`config.mk`:
```
export PLATFORM = sky130hd
export DESIGN_NAME = router_ctrl_flat
export DESIGN_NICKNAME = d
export VERILOG_FILES = /design/src/rtl/router_pkg.sv /design/src/rtl/router_if.sv /design/src/rtl/router_timeout_ctr.sv /design/src/rtl/router_ctrl.sv /design/src/flat_wrapper.sv
export SDC_FILE = /design/constraint.sdc
export NUM_CORES = 1
export LEC_CHECK = 0
export ABC_AREA = 1
export BUFFER_PORTS_ARGS = -buffer_cell sky130_fd_sc_hd__buf_2
export CAP_MARGIN = 20
export CELL_PAD_IN_SITES_DETAIL_PLACEMENT = 0
export CELL_PAD_IN_SITES_GLOBAL_PLACEMENT = 1
export CORE_ASPECT_RATIO = 1.4
export CORE_MARGIN = 5
export CORE_UTILIZATION = 35
export CTS_CLUSTER_SIZE = 40
export DETAILED_ROUTE_END_ITERATION = 7
export PLACE_DENSITY = 0.87
export SYNTH_ARGS = -nofsm -noshare
export SYNTH_HDL_FRONTEND = slang
export SYNTH_SLANG_ARGS = --single-unit
```
`constraint.sdc`:
```
create_clock -name clk -period 2.15 [get_ports clk]
set_clock_uncertainty 0.15 [all_clocks]
set_input_delay 0 -clock clk [delete_from_list [all_inputs] [get_ports clk]]
set_output_delay 0 -clock clk [all_outputs]
set_load 0.01 [all_outputs]
```
`src/rtl/router_pkg.sv`:
```
`default_nettype none
// ============================================================================
// Module      : router_pkg
// Description : Shared types and constants for the router control slice.
//               Provides the FSM state encoding, the invalid header address,
//               the soft-reset timeout length, the output port count and a
//               one-hot helper used to build FIFO write enables.
// Revision    : 1.0 - initial release
// ============================================================================
package router_pkg;

  localparam int          NUM_PORTS      = 3;
  localparam logic [1:0]  ADDR_INVALID   = 2'b11;
  localparam int          TIMEOUT_CYCLES = 30;

  typedef enum logic [2:0] {
    DECODE_ADDRESS     = 3'd0,
    LOAD_FIRST_DATA    = 3'd1,
    LOAD_DATA          = 3'd2,
    FIFO_FULL_STATE    = 3'd3,
    LOAD_AFTER_FULL    = 3'd4,
    LOAD_PARITY        = 3'd5,
    CHECK_PARITY_ERROR = 3'd6,
    WAIT_TILL_EMPTY    = 3'd7
  } state_t;

  // One-hot write enable for a destination port; the invalid address maps
  // to no port at all.
  function automatic logic [NUM_PORTS-1:0] addr_onehot(input logic [1:0] addr);
    logic [NUM_PORTS-1:0] r;
    case (addr)
      2'd0:    r = 3'b001;
      2'd1:    r = 3'b010;
      2'd2:    r = 3'b100;
      default: r = 3'b000;
    endcase
    return r;
  endfunction

endpackage
`default_nettype wire

```
`src/rtl/router_if.sv`:
```
`default_nettype none
// ============================================================================
// Module      : router_if
// Description : Bundle of the router controller's handshake and status
//               signals.
//               slave  : controller view (source/FIFO/datapath status in,
//                        state strobes, write enables, busy, soft resets out)
//               master : environment view (the opposite directions)
// Revision    : 1.0 - initial release
// ============================================================================
interface router_if;
  import router_pkg::*;

  // Source side
  logic                 pkt_valid;
  logic [1:0]           din;
  // Output FIFO status and destination reads
  logic                 fifo_full_0, fifo_full_1, fifo_full_2;
  logic                 fifo_empty_0, fifo_empty_1, fifo_empty_2;
  logic                 read_enb_0, read_enb_1, read_enb_2;
  // Datapath status
  logic                 parity_done;
  logic                 low_pkt_valid;
  // Controller outputs
  logic                 detect_addr, lfd_state, ld_state, laf_state;
  logic                 full_state, rst_int_reg;
  logic                 fifo_full;
  logic [NUM_PORTS-1:0] write_enb;
  logic                 busy;
  logic                 soft_reset_0, soft_reset_1, soft_reset_2;

  modport slave (
    input  pkt_valid, din,
    input  fifo_full_0, fifo_full_1, fifo_full_2,
    input  fifo_empty_0, fifo_empty_1, fifo_empty_2,
    input  read_enb_0, read_enb_1, read_enb_2,
    input  parity_done, low_pkt_valid,
    output detect_addr, lfd_state, ld_state, laf_state, full_state, rst_int_reg,
    output fifo_full, write_enb, busy,
    output soft_reset_0, soft_reset_1, soft_reset_2
  );

  modport master (
    output pkt_valid, din,
    output fifo_full_0, fifo_full_1, fifo_full_2,
    output fifo_empty_0, fifo_empty_1, fifo_empty_2,
    output read_enb_0, read_enb_1, read_enb_2,
    output parity_done, low_pkt_valid,
    input  detect_addr, lfd_state, ld_state, laf_state, full_state, rst_int_reg,
    input  fifo_full, write_enb, busy,
    input  soft_reset_0, soft_reset_1, soft_reset_2
  );

endinterface
`default_nettype wire

```
`src/rtl/router_timeout_ctr.sv`:
```
`default_nettype none
// ============================================================================
// Module      : router_timeout_ctr
// Description : Per-port idle watchdog. Counts cycles in which the FIFO holds
//               data but nobody reads it; on the TIMEOUT_CYCLES-th such
//               cycle it emits a one-cycle soft reset and starts over.
// Ports       : clk, rst (sync, active-low)
//               fifo_empty_i - FIFO empty flag
//               read_enb_i   - destination read strobe
//               soft_reset_o - registered one-cycle flush pulse
// Revision    : 1.0 - initial release
// ============================================================================
module router_timeout_ctr
  import router_pkg::*;
(
  input  logic clk,
  input  logic rst,
  input  logic fifo_empty_i,
  input  logic read_enb_i,
  output logic soft_reset_o
);

  localparam logic [4:0] LAST_COUNT = 5'(TIMEOUT_CYCLES - 1);

  logic [4:0] count_q;
  logic       soft_reset_q;

  always_ff @(posedge clk) begin
    if (!rst) begin
      count_q      <= '0;
      soft_reset_q <= 1'b0;
    end else if (fifo_empty_i || read_enb_i) begin
      count_q      <= '0;
      soft_reset_q <= 1'b0;
    end else if (count_q == LAST_COUNT) begin
      // This idle cycle is the last one tolerated: flush and restart.
      count_q      <= '0;
      soft_reset_q <= 1'b1;
    end else begin
      count_q      <= count_q + 5'd1;
      soft_reset_q <= 1'b0;
    end
  end

  assign soft_reset_o = soft_reset_q;

endmodule
`default_nettype wire

```
`src/rtl/router_ctrl.sv`:
```
`default_nettype none
// ============================================================================
// Module      : router_ctrl
// Description : Packet router control FSM. Decodes the header address,
//               sequences loading of header/payload/parity into the selected
//               output FIFO, stalls the source while the FIFO is busy or full,
//               and optionally flushes a FIFO whose reader has gone idle.
// Ports       : clk, rst (sync, active-low)
//               bus - router_if.slave (see router_if for signal list)
// Config      : ROUTER_SOFT_RST_EN - when defined, per-port idle timeout
//               counters drive soft_reset_0/1/2 and abort the current packet;
//               when undefined the soft resets are tied low.
// Revision    : 1.0 - initial release
// ============================================================================
module router_ctrl
  import router_pkg::*;
(
  input  logic     clk,
  input  logic     rst,
  router_if.slave  bus
);

  state_t     state_q, state_d;
  logic [1:0] addr_q, addr_d;

  logic       detect_addr_q, lfd_state_q, ld_state_q, laf_state_q;
  logic       full_state_q, rst_int_reg_q, busy_q;
  logic [2:0] write_enb_q;

  // Port-indexed views; padded to four entries so the 2-bit address can
  // index them without going out of range.
  logic [2:0] empty_v, full_v, read_v, soft_v;
  logic [3:0] empty_x, full_x, soft_x;

  assign empty_v = {bus.fifo_empty_2, bus.fifo_empty_1, bus.fifo_empty_0};
  assign full_v  = {bus.fifo_full_2,  bus.fifo_full_1,  bus.fifo_full_0};
  assign read_v  = {bus.read_enb_2,   bus.read_enb_1,   bus.read_enb_0};
  assign empty_x = {1'b0, empty_v};
  assign full_x  = {1'b0, full_v};
  assign soft_x  = {1'b0, soft_v};

`ifdef ROUTER_SOFT_RST_EN
  for (genvar p = 0; p < NUM_PORTS; p++) begin : g_timeout
    router_timeout_ctr u_timeout (
      .clk          (clk),
      .rst          (rst),
      .fifo_empty_i (empty_v[p]),
      .read_enb_i   (read_v[p]),
      .soft_reset_o (soft_v[p])
    );
  end
`else
  assign soft_v = '0;
  logic unused_read;
  assign unused_read = ^read_v;
`endif

  logic fifo_full_sel;
  assign fifo_full_sel = full_x[addr_q];

  // Next-state decode
  always_comb begin
    state_d = state_q;
    addr_d  = addr_q;
    if (soft_x[addr_q]) begin
      // The FIFO of the packet in flight was flushed: abandon it.
      state_d = DECODE_ADDRESS;
    end else begin
      case (state_q)
        DECODE_ADDRESS: begin
          if (bus.pkt_valid && (bus.din != ADDR_INVALID)) begin
            addr_d  = bus.din;
            state_d = empty_x[bus.din] ? LOAD_FIRST_DATA : WAIT_TILL_EMPTY;
          end
        end
        LOAD_FIRST_DATA: state_d = LOAD_DATA;
        LOAD_DATA: begin
          if (fifo_full_sel)      state_d = FIFO_FULL_STATE;
          else if (!bus.pkt_valid) state_d = LOAD_PARITY;
        end
        FIFO_FULL_STATE: begin
          if (!fifo_full_sel) state_d = LOAD_AFTER_FULL;
        end
        LOAD_AFTER_FULL: begin
          if (bus.parity_done)        state_d = DECODE_ADDRESS;
          else if (bus.low_pkt_valid) state_d = LOAD_PARITY;
          else                        state_d = LOAD_DATA;
        end
        LOAD_PARITY:        state_d = CHECK_PARITY_ERROR;
        CHECK_PARITY_ERROR: state_d = fifo_full_sel ? FIFO_FULL_STATE : DECODE_ADDRESS;
        WAIT_TILL_EMPTY: begin
          if (empty_x[addr_q]) state_d = LOAD_FIRST_DATA;
        end
        default:            state_d = DECODE_ADDRESS;
      endcase
    end
  end

  // State register; Moore outputs are registered from the next state so
  // they line up exactly with state_q.
  always_ff @(posedge clk) begin
    if (!rst) begin
      state_q       <= DECODE_ADDRESS;
      addr_q        <= 2'd0;
      detect_addr_q <= 1'b1;
      lfd_state_q   <= 1'b0;
      ld_state_q    <= 1'b0;
      laf_state_q   <= 1'b0;
      full_state_q  <= 1'b0;
      rst_int_reg_q <= 1'b0;
      busy_q        <= 1'b0;
      write_enb_q   <= 3'b000;
    end else begin
      state_q       <= state_d;
      addr_q        <= addr_d;
      detect_addr_q <= (state_d == DECODE_ADDRESS);
      lfd_state_q   <= (state_d == LOAD_FIRST_DATA);
      ld_state_q    <= (state_d == LOAD_DATA);
      laf_state_q   <= (state_d == LOAD_AFTER_FULL);
      full_state_q  <= (state_d == FIFO_FULL_STATE);
      rst_int_reg_q <= (state_d == CHECK_PARITY_ERROR);
      busy_q        <= !((state_d == DECODE_ADDRESS) || (state_d == LOAD_DATA));
      write_enb_q   <= ((state_d == LOAD_FIRST_DATA) || (state_d == LOAD_DATA) ||
                        (state_d == LOAD_AFTER_FULL) || (state_d == LOAD_PARITY))
                       ? addr_onehot(addr_d) : 3'b000;
    end
  end

  assign bus.detect_addr  = detect_addr_q;
  assign bus.lfd_state    = lfd_state_q;
  assign bus.ld_state     = ld_state_q;
  assign bus.laf_state    = laf_state_q;
  assign bus.full_state   = full_state_q;
  assign bus.rst_int_reg  = rst_int_reg_q;
  assign bus.busy         = busy_q;
  assign bus.write_enb    = write_enb_q;
  assign bus.fifo_full    = fifo_full_sel;
  assign bus.soft_reset_0 = soft_v[0];
  assign bus.soft_reset_1 = soft_v[1];
  assign bus.soft_reset_2 = soft_v[2];

endmodule
`default_nettype wire

```
`src/flat_wrapper.sv`:
```
// flat-port wrapper written by rule: the top's interface ports become plain ports
module router_ctrl_flat import router_pkg::*;
  (clk, rst, bus_pkt_valid, bus_din, bus_fifo_full_0, bus_fifo_full_1, bus_fifo_full_2, bus_fifo_empty_0, bus_fifo_empty_1, bus_fifo_empty_2, bus_read_enb_0, bus_read_enb_1, bus_read_enb_2, bus_parity_done, bus_low_pkt_valid, bus_detect_addr, bus_lfd_state, bus_ld_state, bus_laf_state, bus_full_state, bus_rst_int_reg, bus_fifo_full, bus_write_enb, bus_busy, bus_soft_reset_0, bus_soft_reset_1, bus_soft_reset_2);
  router_if bus_i ();
  input  logic clk;
  input  logic rst;
  input wire logic [$bits(bus_i.pkt_valid)-1:0] bus_pkt_valid;
  input wire logic [$bits(bus_i.din)-1:0] bus_din;
  input wire logic [$bits(bus_i.fifo_full_0)-1:0] bus_fifo_full_0;
  input wire logic [$bits(bus_i.fifo_full_1)-1:0] bus_fifo_full_1;
  input wire logic [$bits(bus_i.fifo_full_2)-1:0] bus_fifo_full_2;
  input wire logic [$bits(bus_i.fifo_empty_0)-1:0] bus_fifo_empty_0;
  input wire logic [$bits(bus_i.fifo_empty_1)-1:0] bus_fifo_empty_1;
  input wire logic [$bits(bus_i.fifo_empty_2)-1:0] bus_fifo_empty_2;
  input wire logic [$bits(bus_i.read_enb_0)-1:0] bus_read_enb_0;
  input wire logic [$bits(bus_i.read_enb_1)-1:0] bus_read_enb_1;
  input wire logic [$bits(bus_i.read_enb_2)-1:0] bus_read_enb_2;
  input wire logic [$bits(bus_i.parity_done)-1:0] bus_parity_done;
  input wire logic [$bits(bus_i.low_pkt_valid)-1:0] bus_low_pkt_valid;
  output wire logic [$bits(bus_i.detect_addr)-1:0] bus_detect_addr;
  output wire logic [$bits(bus_i.lfd_state)-1:0] bus_lfd_state;
  output wire logic [$bits(bus_i.ld_state)-1:0] bus_ld_state;
  output wire logic [$bits(bus_i.laf_state)-1:0] bus_laf_state;
  output wire logic [$bits(bus_i.full_state)-1:0] bus_full_state;
  output wire logic [$bits(bus_i.rst_int_reg)-1:0] bus_rst_int_reg;
  output wire logic [$bits(bus_i.fifo_full)-1:0] bus_fifo_full;
  output wire logic [$bits(bus_i.write_enb)-1:0] bus_write_enb;
  output wire logic [$bits(bus_i.busy)-1:0] bus_busy;
  output wire logic [$bits(bus_i.soft_reset_0)-1:0] bus_soft_reset_0;
  output wire logic [$bits(bus_i.soft_reset_1)-1:0] bus_soft_reset_1;
  output wire logic [$bits(bus_i.soft_reset_2)-1:0] bus_soft_reset_2;
  assign bus_i.pkt_valid = bus_pkt_valid;
  assign bus_i.din = bus_din;
  assign bus_i.fifo_full_0 = bus_fifo_full_0;
  assign bus_i.fifo_full_1 = bus_fifo_full_1;
  assign bus_i.fifo_full_2 = bus_fifo_full_2;
  assign bus_i.fifo_empty_0 = bus_fifo_empty_0;
  assign bus_i.fifo_empty_1 = bus_fifo_empty_1;
  assign bus_i.fifo_empty_2 = bus_fifo_empty_2;
  assign bus_i.read_enb_0 = bus_read_enb_0;
  assign bus_i.read_enb_1 = bus_read_enb_1;
  assign bus_i.read_enb_2 = bus_read_enb_2;
  assign bus_i.parity_done = bus_parity_done;
  assign bus_i.low_pkt_valid = bus_low_pkt_valid;
  assign bus_detect_addr = bus_i.detect_addr;
  assign bus_lfd_state = bus_i.lfd_state;
  assign bus_ld_state = bus_i.ld_state;
  assign bus_laf_state = bus_i.laf_state;
  assign bus_full_state = bus_i.full_state;
  assign bus_rst_int_reg = bus_i.rst_int_reg;
  assign bus_fifo_full = bus_i.fifo_full;
  assign bus_write_enb = bus_i.write_enb;
  assign bus_busy = bus_i.busy;
  assign bus_soft_reset_0 = bus_i.soft_reset_0;
  assign bus_soft_reset_1 = bus_i.soft_reset_1;
  assign bus_soft_reset_2 = bus_i.soft_reset_2;
  router_ctrl u_core (.clk(clk), .rst(rst), .bus(bus_i));
endmodule
```
==> impl_metrics.py, run 1 <==
metrics = {
    "timing": {
        "grt_setup_unrepaired": "no",
        "setup_viol": 0,
        "fmax_mhz": 591.6,
        "hold_ws_ns": 0.08037,
        "setup_tns_ns": 0,
        "final_max_slew_viol_count": 0,
        "fin_crit_sh": 0.7862,
        "hold_violations": 0,
        "finalWorstSetupSlack_ns": 0.4597,
        "period_needed_ns": 1.690,
    },
    "clock_tree": {
        "cts.repair.resized": 0,
        "clockRootBuffer": "clkbuf_4",
        "clk_latency_ns": 0.28,
        "cts_tree": "yes",
        "cts_max_level": 1,
        "cts-buffers-inserted": 3,
        "clock_path_buffers": 2,
        "postCtsSetupRepairBufs": 0,
        "cts.clk_slew.worst_paths_ns": 0.09,
        "clkSinkCount": 15,
    },
    "setup_path": {
        "critPathLaunchType": "flip-flop",
        "crit_family": "simple AND/OR/NAND/NOR gates",
        "slowest_stage": "dfxtp_1",
        "path_cells": "nor2_2, nand3_1, nand2_1, a21oi_1, nand4_1, nand3_2, nand2_2, nor2_2, nor2_1",
        "critical_path_required_ns": 2.17,
        "arrival_ns": 1.71,
        "r2r-start": "u_core.state_q[1]",
        "critical_path_cell_count": 9,
        "path_class": "reg -> reg",
        "crit_start": "u_core.state_q[1]",
        "max_stage_delay_ns": 0.47,
        "crit_fanout": 6,
        "path_buf_inv": 0,
        "path_common_cell": "nor2_2",
        "r2r_cells": 9,
        "endpoint_kind": "flip-flop",
    },
    "global_routing": {
        "globalRouteOverflowTotal": 0,
        "antenna_found_initial": 0,
        "track_usage": 0.1256,
        "grt_start_max_net_pins": 11,
        "grt_pass1_vias": 842,
        "grt_pass1_wl_um": 3353,
    },
    "power": {
        "leakagePower_nw": 0.5643,
        "peakVddDrop_uv": 601.5,
        "p_per_area_nw_per_um2": 932.4,
    },
    "placement": {
        "dp_slack_ns": 0.4613,
        "post-dp-hpwl_um": 1622,
        "post_dp_cell_area_um2": 985.9,
        "portBuffers": 23,
        "routabilityCongestion": 0.9261,
    },
    "synthesis": {
        "yosysUniqueCellTypes": 24,
        "synth_cells": 130,
        "synth_edf_count": 0,
        "synthArstFlopShare": 0,
        "postSynthAreaPerCell_um2": 6.593,
        "synth.top_cells.by_area": "dfxtp_1 (35%), nand2_1 (10%), nor2_1 (9.2%)",
        "synth_ff_type": "dfxtp_1",
        "synth_top_area_cell": "dfxtp_1",
        "syn_area_um2": 857.1,
        "yosysWarnings": 0,
        "ys_seq_area_frac": 0.3504,
        "synth-seq-cells": 15,
        "synth_top_cell_area_share": 0.3504,
    },
    "drt": {
        "routedWlPerCell_um": 10.61,
        "route.detailed.drc": 0,
        "num_vias": 861,
        "dr.pass1.iters": 4,
        "ant_nets": 0,
        "drt-vias-per-instance": 4.783,
        "wirelength_um": 1909,
        "drtIter0Drc": 23,
    },
    "worst_hold_path": {
        "min_from": "bus_din[1]",
        "hold_path.class": "in -> reg",
        "hold_depth": 6,
    },
    "floorplanning": {
        "num_rows": 21,
        "io_pins": 30,
        "die_w_um": 51.82,
        "dieArea_um2": 3552,
        "floorplan.initialDensity": 0.3624,
        "coreArea_um2": 2365,
        "die_y_um": 68.55,
    },
    "finish": {
        "syn2layout_area_growth_pct": 19.42,
        "diodes": 0,
        "final_cell_area_um2": 1023,
        "final_nets": 174,
        "drive_gt1_frac": 0.3121,
    },
    "outcome": {
        "status": "completed",
    },
    "job": {
        "maxCapViolations": 0,
    },
}
## layout make-up
type | instances | area, um2
clock buffers | 3 | 22.52
clock inverters | 1 | 5.005
fillers | 245 | 1341
inverters | 23 | 86.33
multi-input cells | 91 | 455.4
flip-flops and latches | 15 | 300.3
well taps | 23 | 28.78
repair buffers | 24 | 125.1
## worst register-to-register path, stage by stage (launching register included)
cell and delay, ns:
dfxtp_1 0.47, nor2_2 0.10, nand3_1 0.10, nand2_1 0.06, a21oi_1 0.13, nand4_1 0.20
nand3_2 0.15, nand2_2 0.05, nor2_2 0.12, nor2_1 0.05
## metal layers
metal | up-vias | share of wire | global-route usage
met2 | 13 | 0.53 | 0.2296
met1 | 389 | 0.43 | 0.1338
li1 | 455 | - | -
met3 | 4 | 0.030 | 0.02366
met4 | 0 | 0.017 | 0.06885
met5 | - | 0 | 0
## final timing paths
kind	to	slack, ns
worst min-delay path	u_core.bus.write_enb[1]	0.08
worst min register to register	u_core.bus.write_enb[1]	0.52
worst max register to register	u_core.bus.write_enb[2]	0.46
worst max-delay path	u_core.bus.write_enb[2]	0.46
## cells by family (layout without fill, tap and decap cells)
kind of cell / Yosys count / in the layout / share of synthesized area
other cells: 1 / 3 / 0.004375
buf+inv: 26 / 51 / 0.1270
compound gates: 11 / 11 / 0.07592
flops: 15 / 15 / 0.3504
simple gates: 77 / 77 / 0.4423
## metrics by stage
step | utilization | power [W] | std cells
5_1_grt | 0.4328 | 0.001049 | 180
3_3_place_gp | 0.4169 | 0.0008081 | 175
3_5_place_dp | 0.4169 | 0.0008120 | 175
2_1_floorplan | - | 0.0006959 | 132
6_report | 0.4328 | 0.0009543 | 180
4_1_cts | 0.4328 | 0.0009646 | 180
## layout by cell type (no fill, tap or decap)
| cell | netlist | routed |
|---|---|---|
| a21oi_1 | 6 | 6 |
| a21oi_2 | 1 | 1 |
| and3_1 | 1 | 1 |
| buf_2 | 0 | 23 |
| clkbuf_4 | 0 | 3 |
| clkinv_1 | 2 | 2 |
| clkinv_2 | 0 | 1 |
| conb_1 | 1 | 3 |
| dfxtp_1 | 15 | 15 |
| dlygate4sd3_1 | 0 | 1 |
| inv_1 | 14 | 14 |
| inv_2 | 7 | 7 |
| nand2_1 | 23 | 23 |
| nand2_2 | 4 | 4 |
| nand2_4 | 2 | 2 |
| nand3_1 | 13 | 13 |
| nand3_2 | 2 | 2 |
| nand3b_1 | 1 | 1 |
| nand4_1 | 2 | 2 |
| nor2_1 | 21 | 21 |
| nor2_2 | 3 | 3 |
| nor3_1 | 2 | 2 |
| nor3_2 | 2 | 2 |
| nor4_1 | 1 | 1 |
| o21ai_0 | 2 | 2 |
| o21ai_2 | 1 | 1 |
| o31ai_1 | 1 | 1 |
## cell usage after synthesis, types with 2 or more instances
library cell,n
nand3_1,13
nand2_2,4
clkinv_1,2
nand4_1,2
nor3_2,2
nand3_2,2
nor3_1,2
inv_2,7
nand2_1,23
nand2_4,2
inv_1,14
nor2_2,3
nor2_1,21
o21ai_0,2
buf_4,3
a21oi_1,6
dfxtp_1,15
## power by group
group	leakage [nW]	internal [W]	total [W]	switching (W)
Clock	0.0177	0.0000689	0.000152	0.0000835
Combinational	0.424	0.000150	0.000422	0.000272
Sequential	0.123	0.000337	0.000380	0.0000429
Total	0.564	0.000556	0.000954	0.000398
## timing repair
action | in CTS | in global routing
endpoints found under the hold margin | 10 | 0
setup endpoints to repair | 0 | 0
hold buffers | 1 | 0
(Power assumes the default switching activity.)
==> inputs of run 2 (changes only) <==
--- a/config.mk
+++ b/config.mk
@@ -12,10 +12,10 @@
 export CELL_PAD_IN_SITES_GLOBAL_PLACEMENT = 1
 export CORE_ASPECT_RATIO = 1.4
 export CORE_MARGIN = 5
-export CORE_UTILIZATION = 35
+export CORE_UTILIZATION = 32
 export CTS_CLUSTER_SIZE = 40
 export DETAILED_ROUTE_END_ITERATION = 7
-export PLACE_DENSITY = 0.87
+export PLACE_DENSITY = 0.81
 export SYNTH_ARGS = -nofsm -noshare
 export SYNTH_HDL_FRONTEND = slang
 export SYNTH_SLANG_ARGS = --single-unit
==> constraint.sdc (replaced) <==
create_clock -name clk -period 1.69 [get_ports clk]
set_clock_uncertainty 0.15 [all_clocks]
set_input_delay 0 -clock clk [delete_from_list [all_inputs] [get_ports clk]]
set_output_delay 0 -clock clk [all_outputs]
set_load 0.01 [all_outputs]
==> impl_metrics.py, run 2 (synthesis gave the netlist of run 1 again) <==
metrics = {
    "power": {
        "p_per_area_nw_per_um2": 1178,
        "peakVddDrop_uv": 664.6,
        "p_seq_frac": 0.375,
        "p_sw_w": 0.0005728,
        "intPower_w": 0.0007682,
        "p_clk_frac": 0.149,
        "design_power_total_w": 0.001341,
        "power_frac_comb": 0.476,
        "leakagePower_nw": 0.5904,
        "p_sw_frac": 0.4271,
    },
    "placement": {
        "post_dp_cell_area_um2": 1010,
        "routabilityCongestion": 0.8790,
        "post-dp-hpwl_um": 1733,
        "dp_slack_ns": 0.03473,
        "dp_cells": 189,
        "portBuffers": 23,
    },
    "floorplanning": {
        "die_w_um": 53.74,
        "dieArea_um2": 3828,
        "die_y_um": 71.24,
        "io_pins": 30,
        "floorplan.initialDensity": 0.3312,
        "coreArea_um2": 2587,
        "num_rows": 22,
    },
    "setup_path": {
        "arrival_ns": 1.62,
        "path_cells": "inv_4, nand2_1, nand3_4, nand3_1, nand2_1, nand4_1, buf_4, o31ai_1",
        "critPathLaunchType": "flip-flop",
        "crit_fanout": 4,
        "endpoint_kind": "flip-flop",
        "path_common_cell": "nand2_1",
        "path_class": "reg -> reg",
        "max_stage_delay_ns": 0.37,
        "critical_path_required_ns": 1.74,
        "slowest_stage": "dfxtp_4",
    },
    "finish": {
        "syn2layout_area_growth_pct": 32.85,
        "final_nets": 175,
        "final_cell_area_um2": 1139,
        "layout_common_cells": "buf_2 (23), nand2_1 (20), nor2_1 (16)",
        "diodes": 0,
        "fin_cells": 194,
        "layout_commonest_cell": "buf_2",
        "drive_gt1_frac": 0.4177,
    },
    "clock_tree": {
        "cts-buffers-inserted": 3,
        "clk_latency_ns": 0.28,
        "cts_tree": "yes",
        "cts_max_level": 1,
        "cts.clk_slew.worst_paths_ns": 0.08,
        "clockRootBuffer": "clkbuf_4",
        "clock_path_buffers": 2,
        "clkSinkCount": 15,
    },
    "global_routing": {
        "globalRouteOverflowTotal": 0,
        "use_met2": 0.2022,
        "track_usage": 0.1187,
        "antenna_found_initial": 0,
        "grt_start_max_net_pins": 11,
        "grt_pass1_vias": 817,
        "grt_pass1_wl_um": 3443,
        "use_met1": 0.1379,
        "top_usage_layer": "met2",
        "met3_usage": 0.02495,
    },
    "job": {
        "maxCapViolations": 0,
    },
    "timing": {
        "hold_violations": 0,
        "final_max_slew_viol_count": 0,
        "setup_viol": 0,
        "fin_crit_sh": 0.9271,
        "finalWorstSetupSlack_ns": 0.1232,
        "period_needed_ns": 1.567,
        "hold_ws_ns": 0.06901,
        "fmax_mhz": 638.2,
    },
    "drt": {
        "route.detailed.drc": 0,
        "ant_nets": 0,
        "num_vias": 871,
        "routedWlPerCell_um": 10.96,
        "drtIter0Drc": 19,
        "wirelength_um": 2126,
        "drt-vias-per-instance": 4.490,
        "dr.pass1.iters": 4,
    },
    "outcome": {
        "status": "completed",
    },
    "worst_hold_path": {
        "hold_path.class": "in -> reg",
    },
}
run 2: worst max-delay path, delay by kind of cell, from the launching register on:
kind,cells,cell delay (ns)
compound gates,1,0.18
buf+inv,2,0.25
flops,1,0.37
simple gates,5,0.54
run 2: timing repair:
action | in CTS | in global routing
gates resized for setup | 0 | 28
setup buffers | 0 | 0
hold endpoints to repair | 10 | 0
endpoints found under the setup margin | 0 | 7
hold buffers | 1 | 0
run 2: final timing paths:
path | to | start | depth (start not counted) | slack [ns]
hold / removal | u_core.bus.write_enb[2] | bus_din[1] | 5 | 0.07
hold reg to reg | u_core.bus.laf_state | u_core.state_q[2] | 3 | 0.46
setup / recovery | u_core.bus.detect_addr | u_core.addr_q[0] | 8 | 0.12
setup reg to reg | u_core.bus.detect_addr | u_core.addr_q[0] | 8 | 0.12
run 2: power groups by stage:
stage	Sequential, W	Combinational (W)	Clock [W]
after global placement	0.000488	0.000562	0
after CTS	0.000482	0.000568	0.000210
final	0.000503	0.000638	0.000200
after global routing	0.000514	0.000717	0.000225
after floorplan	0.000508	0.000377	0
after detailed placement	0.000491	0.000564	0
run 2: layout make-up:
cell class	instances	area, um2
multi-input cells	91	529.3
repair buffers	25	132.6
flip-flops and latches	15	316.6
well taps	36	45.04
inverters	23	88.84
clock buffers	4	26.28
fillers	290	1449
run 2: metal layers:
metal  vias to the layer above  wire length [um]
met4                         0                26
met5                         -                 0
met3                         4                83
met2                        15              1168
li1                        461                 -
met1                       391               847
run 2: stage by stage:
stage | utilization | TNS (ns)
after floorplan | - | 0
after global placement | 0.3902 | 0
after detailed placement | 0.3902 | 0
after CTS | 0.4043 | 0
after global routing | 0.4400 | -0.03712
final | 0.4400 | 0
==> inputs of run 3 (changes only) <==
--- a/config.mk
+++ b/config.mk
@@ -15,7 +15,8 @@
 export CORE_UTILIZATION = 32
 export CTS_CLUSTER_SIZE = 40
 export DETAILED_ROUTE_END_ITERATION = 7
-export PLACE_DENSITY = 0.81
+export PLACE_DENSITY = 0.82
 export SYNTH_ARGS = -nofsm -noshare
 export SYNTH_HDL_FRONTEND = slang
+export SYNTH_HIERARCHICAL = 1
 export SYNTH_SLANG_ARGS = --single-unit
==> impl_metrics.py, run 3 <==
metrics = {
    "global_routing": {
        "antenna_found_initial": 0,
        "grt_pass1_wl_um": 2953,
        "grt_start_max_net_pins": 10,
        "grt_pass1_vias": 743,
        "globalRouteOverflowTotal": 0,
        "track_usage": 0.1086,
    },
    "drt": {
        "wirelength_um": 1700,
        "routedWlPerCell_um": 9.392,
        "num_vias": 768,
        "ant_nets": 0,
        "route.detailed.drc": 0,
        "dr.pass1.iters": 4,
        "drtIter0Drc": 17,
        "drt-vias-per-instance": 4.243,
    },
    "outcome": {
        "status": "completed",
    },
    "synthesis": {
        "synth_compound_area_frac": 0.06477,
        "synth_top_area_cell": "dfxtp_1",
        "yosys.area_share.simple": 0.4329,
        "synthXorXnorAreaFrac": 0,
        "synth_ff_type": "dfxtp_1",
        "yosysWarnings": 6,
        "syn_area_um2": 792.0,
        "ys_seq_area_frac": 0.3791,
        "yosysUniqueCellTypes": 21,
        "synthMuxAreaShare": 0,
        "yosysMostFrequentCell": "nand2_1",
        "synth_edf_count": 0,
        "synth_top_cell_area_share": 0.3791,
        "synth_cells": 118,
        "synth_top_family_by_area": "simple AND/OR/NAND/NOR gates",
        "synth_fa_ha_area_frac": 0,
        "synth_common_cells": "nand2_1 (30), nor2_1 (18), dfxtp_1 (15), nand3_1 (15), inv_1 (11)",
        "postSynthAreaPerCell_um2": 6.712,
        "synth-seq-cells": 15,
        "synthArstFlopShare": 0,
        "synth.top_cells.by_area": "dfxtp_1 (38%), nand2_1 (14%), nand3_1 (9.5%)",
    },
    "clock_tree": {
        "cts-buffers-inserted": 3,
        "clockRootBuffer": "clkbuf_4",
        "clk_latency_ns": 0.27,
        "cts.clk_slew.worst_paths_ns": 0.08,
        "cts_tree": "yes",
        "clkSinkCount": 15,
        "clock_path_buffers": 2,
        "postCtsSetupRepairBufs": 0,
        "cts_max_level": 1,
    },
    "timing": {
        "period_needed_ns": 1.535,
        "final_max_slew_viol_count": 0,
        "setup_viol": 0,
        "hold_violations": 0,
        "grt_setup_unrepaired": "no",
        "fmax_mhz": 651.3,
        "fin_crit_sh": 0.9085,
        "finalWorstSetupSlack_ns": 0.1546,
        "setup_tns_ns": 0,
    },
    "finish": {
        "layout_common_cells": "nand2_1 (30), buf_2 (23), nor2_1 (18)",
        "final_nets": 164,
        "fin_cells": 181,
        "syn2layout_area_growth_pct": 27.49,
        "fillers": 264,
        "drive_gt1_frac": 0.3401,
        "diodes": 0,
        "layout_commonest_cell": "nand2_1",
    },
    "placement": {
        "dp_cells": 174,
        "post-dp-hpwl_um": 1411,
        "routabilityCongestion": 0.8145,
        "dp_slack_ns": 0.1028,
        "portBuffers": 23,
    },
    "floorplanning": {
        "coreArea_um2": 2391,
        "die_w_um": 52.05,
        "dieArea_um2": 3584,
        "io_pins": 30,
        "num_rows": 21,
        "die_y_um": 68.87,
        "floorplan.initialDensity": 0.3312,
    },
    "setup_path": {
        "critPathLaunchType": "flip-flop",
        "arrival_ns": 1.56,
        "endpoint_kind": "flip-flop",
        "path_class": "reg -> reg",
        "slowest_stage": "dfxtp_4",
        "critical_path_required_ns": 1.72,
        "crit_fanout": 4,
        "path_cells": "inv_2, nand2_1, nand3_2, nand2_2, a21oi_2, nand3_1, nand2_1, nand3_2, nand2_2, nor2_1",
        "max_stage_delay_ns": 0.36,
    },
    "power": {
        "p_per_area_nw_per_um2": 1636,
        "peakVddDrop_uv": 803.1,
        "leakagePower_nw": 0.5686,
    },
    "worst_hold_path": {
        "hold_path.class": "in -> reg",
    },
    "job": {
        "maxCapViolations": 0,
    },
}
[run 3: changes by cell type in the layout (fill, tap and decap cells not counted), sizes merged, moves of 2 or more]
cell	change
nand3	+4
nand2	+5
nand4	-2
a21oi	-5
nor3	-3
dlygate4sd3	+2
nor2	-6
inv	-2
[run 3: repair_timing]
item                                    in CTS  in global routing
hold buffers                                 3                  0
gates resized for setup                      0                  9
hold endpoints to repair                    12                  0
endpoints found under the setup margin       0                  5
[run 3: worst max-delay path: cells and delay by family, from the launching register on]
kind,cells,cell delay [ns]
simple gates,8,0.73
buf+inv,1,0.07
compound gates,1,0.13
flops,1,0.36
[run 3: stage by stage]
stage                     total power (W)  area [um2]  hold WS [ns]    util
after floorplan                  0.001215       799.5    -0.0008360       -
after global placement           0.001438       934.6        0.1568  0.3909
after detailed placement         0.001442       934.6        0.1499  0.3909
after CTS                        0.001649       992.2       0.04599  0.4150
after global routing             0.001839        1010        0.1019  0.4223
final                            0.001652        1010       0.05647  0.4223
[run 3: report_power, final]
group / internal [W] / switching (W) / total, W / leakage, nW
Combinational: 0.000317 / 0.000567 / 0.000883 / 0.426
Clock: 0.0000876 / 0.000104 / 0.000192 / 0.0177
Sequential: 0.000495 / 0.0000809 / 0.000576 / 0.125
[run 3: worst paths after layout]
path | from | endpoint | slack, ns | cells past startpoint
min reg2reg | u_core/state_q[0] | u_core/bus.rst_int_reg | 0.45 | 2
max reg2reg | u_core/addr_q[0] | u_core/bus.write_enb[1] | 0.15 | 10
min | bus_low_pkt_valid | u_core/bus.laf_state | 0.06 | 6
max | u_core/addr_q[0] | u_core/bus.write_enb[1] | 0.15 | 10
[run 3: cell families after synthesis]
kind of cell / Yosys count
other: 1
flip-flops: 15
AND/OR/NAND/NOR: 74
buffers and inverters: 22
AO/OA/AOI/OAI: 6
[run 3: per-layer routing]
layer  up-vias  track usage  share of wire
met3         2      0.02796          0.056
met2        15       0.1918           0.50
li1        417            -              -
met5         -            0              0
met1       334       0.1166           0.44
met4         0      0.05902         0.0094
[run 3: layout make-up]
cell class | instances | area (um2) | area share
clock buffers | 3 | 22.52 | 0.02230
clock inverters | 1 | 5.005 | 0.004957
inverters | 19 | 71.32 | 0.07063
multi-input cells | 83 | 412.9 | 0.4089
flip-flops and latches | 15 | 310.3 | 0.3073
well taps | 34 | 42.54 | 0.04213
repair buffers | 26 | 145.1 | 0.1437
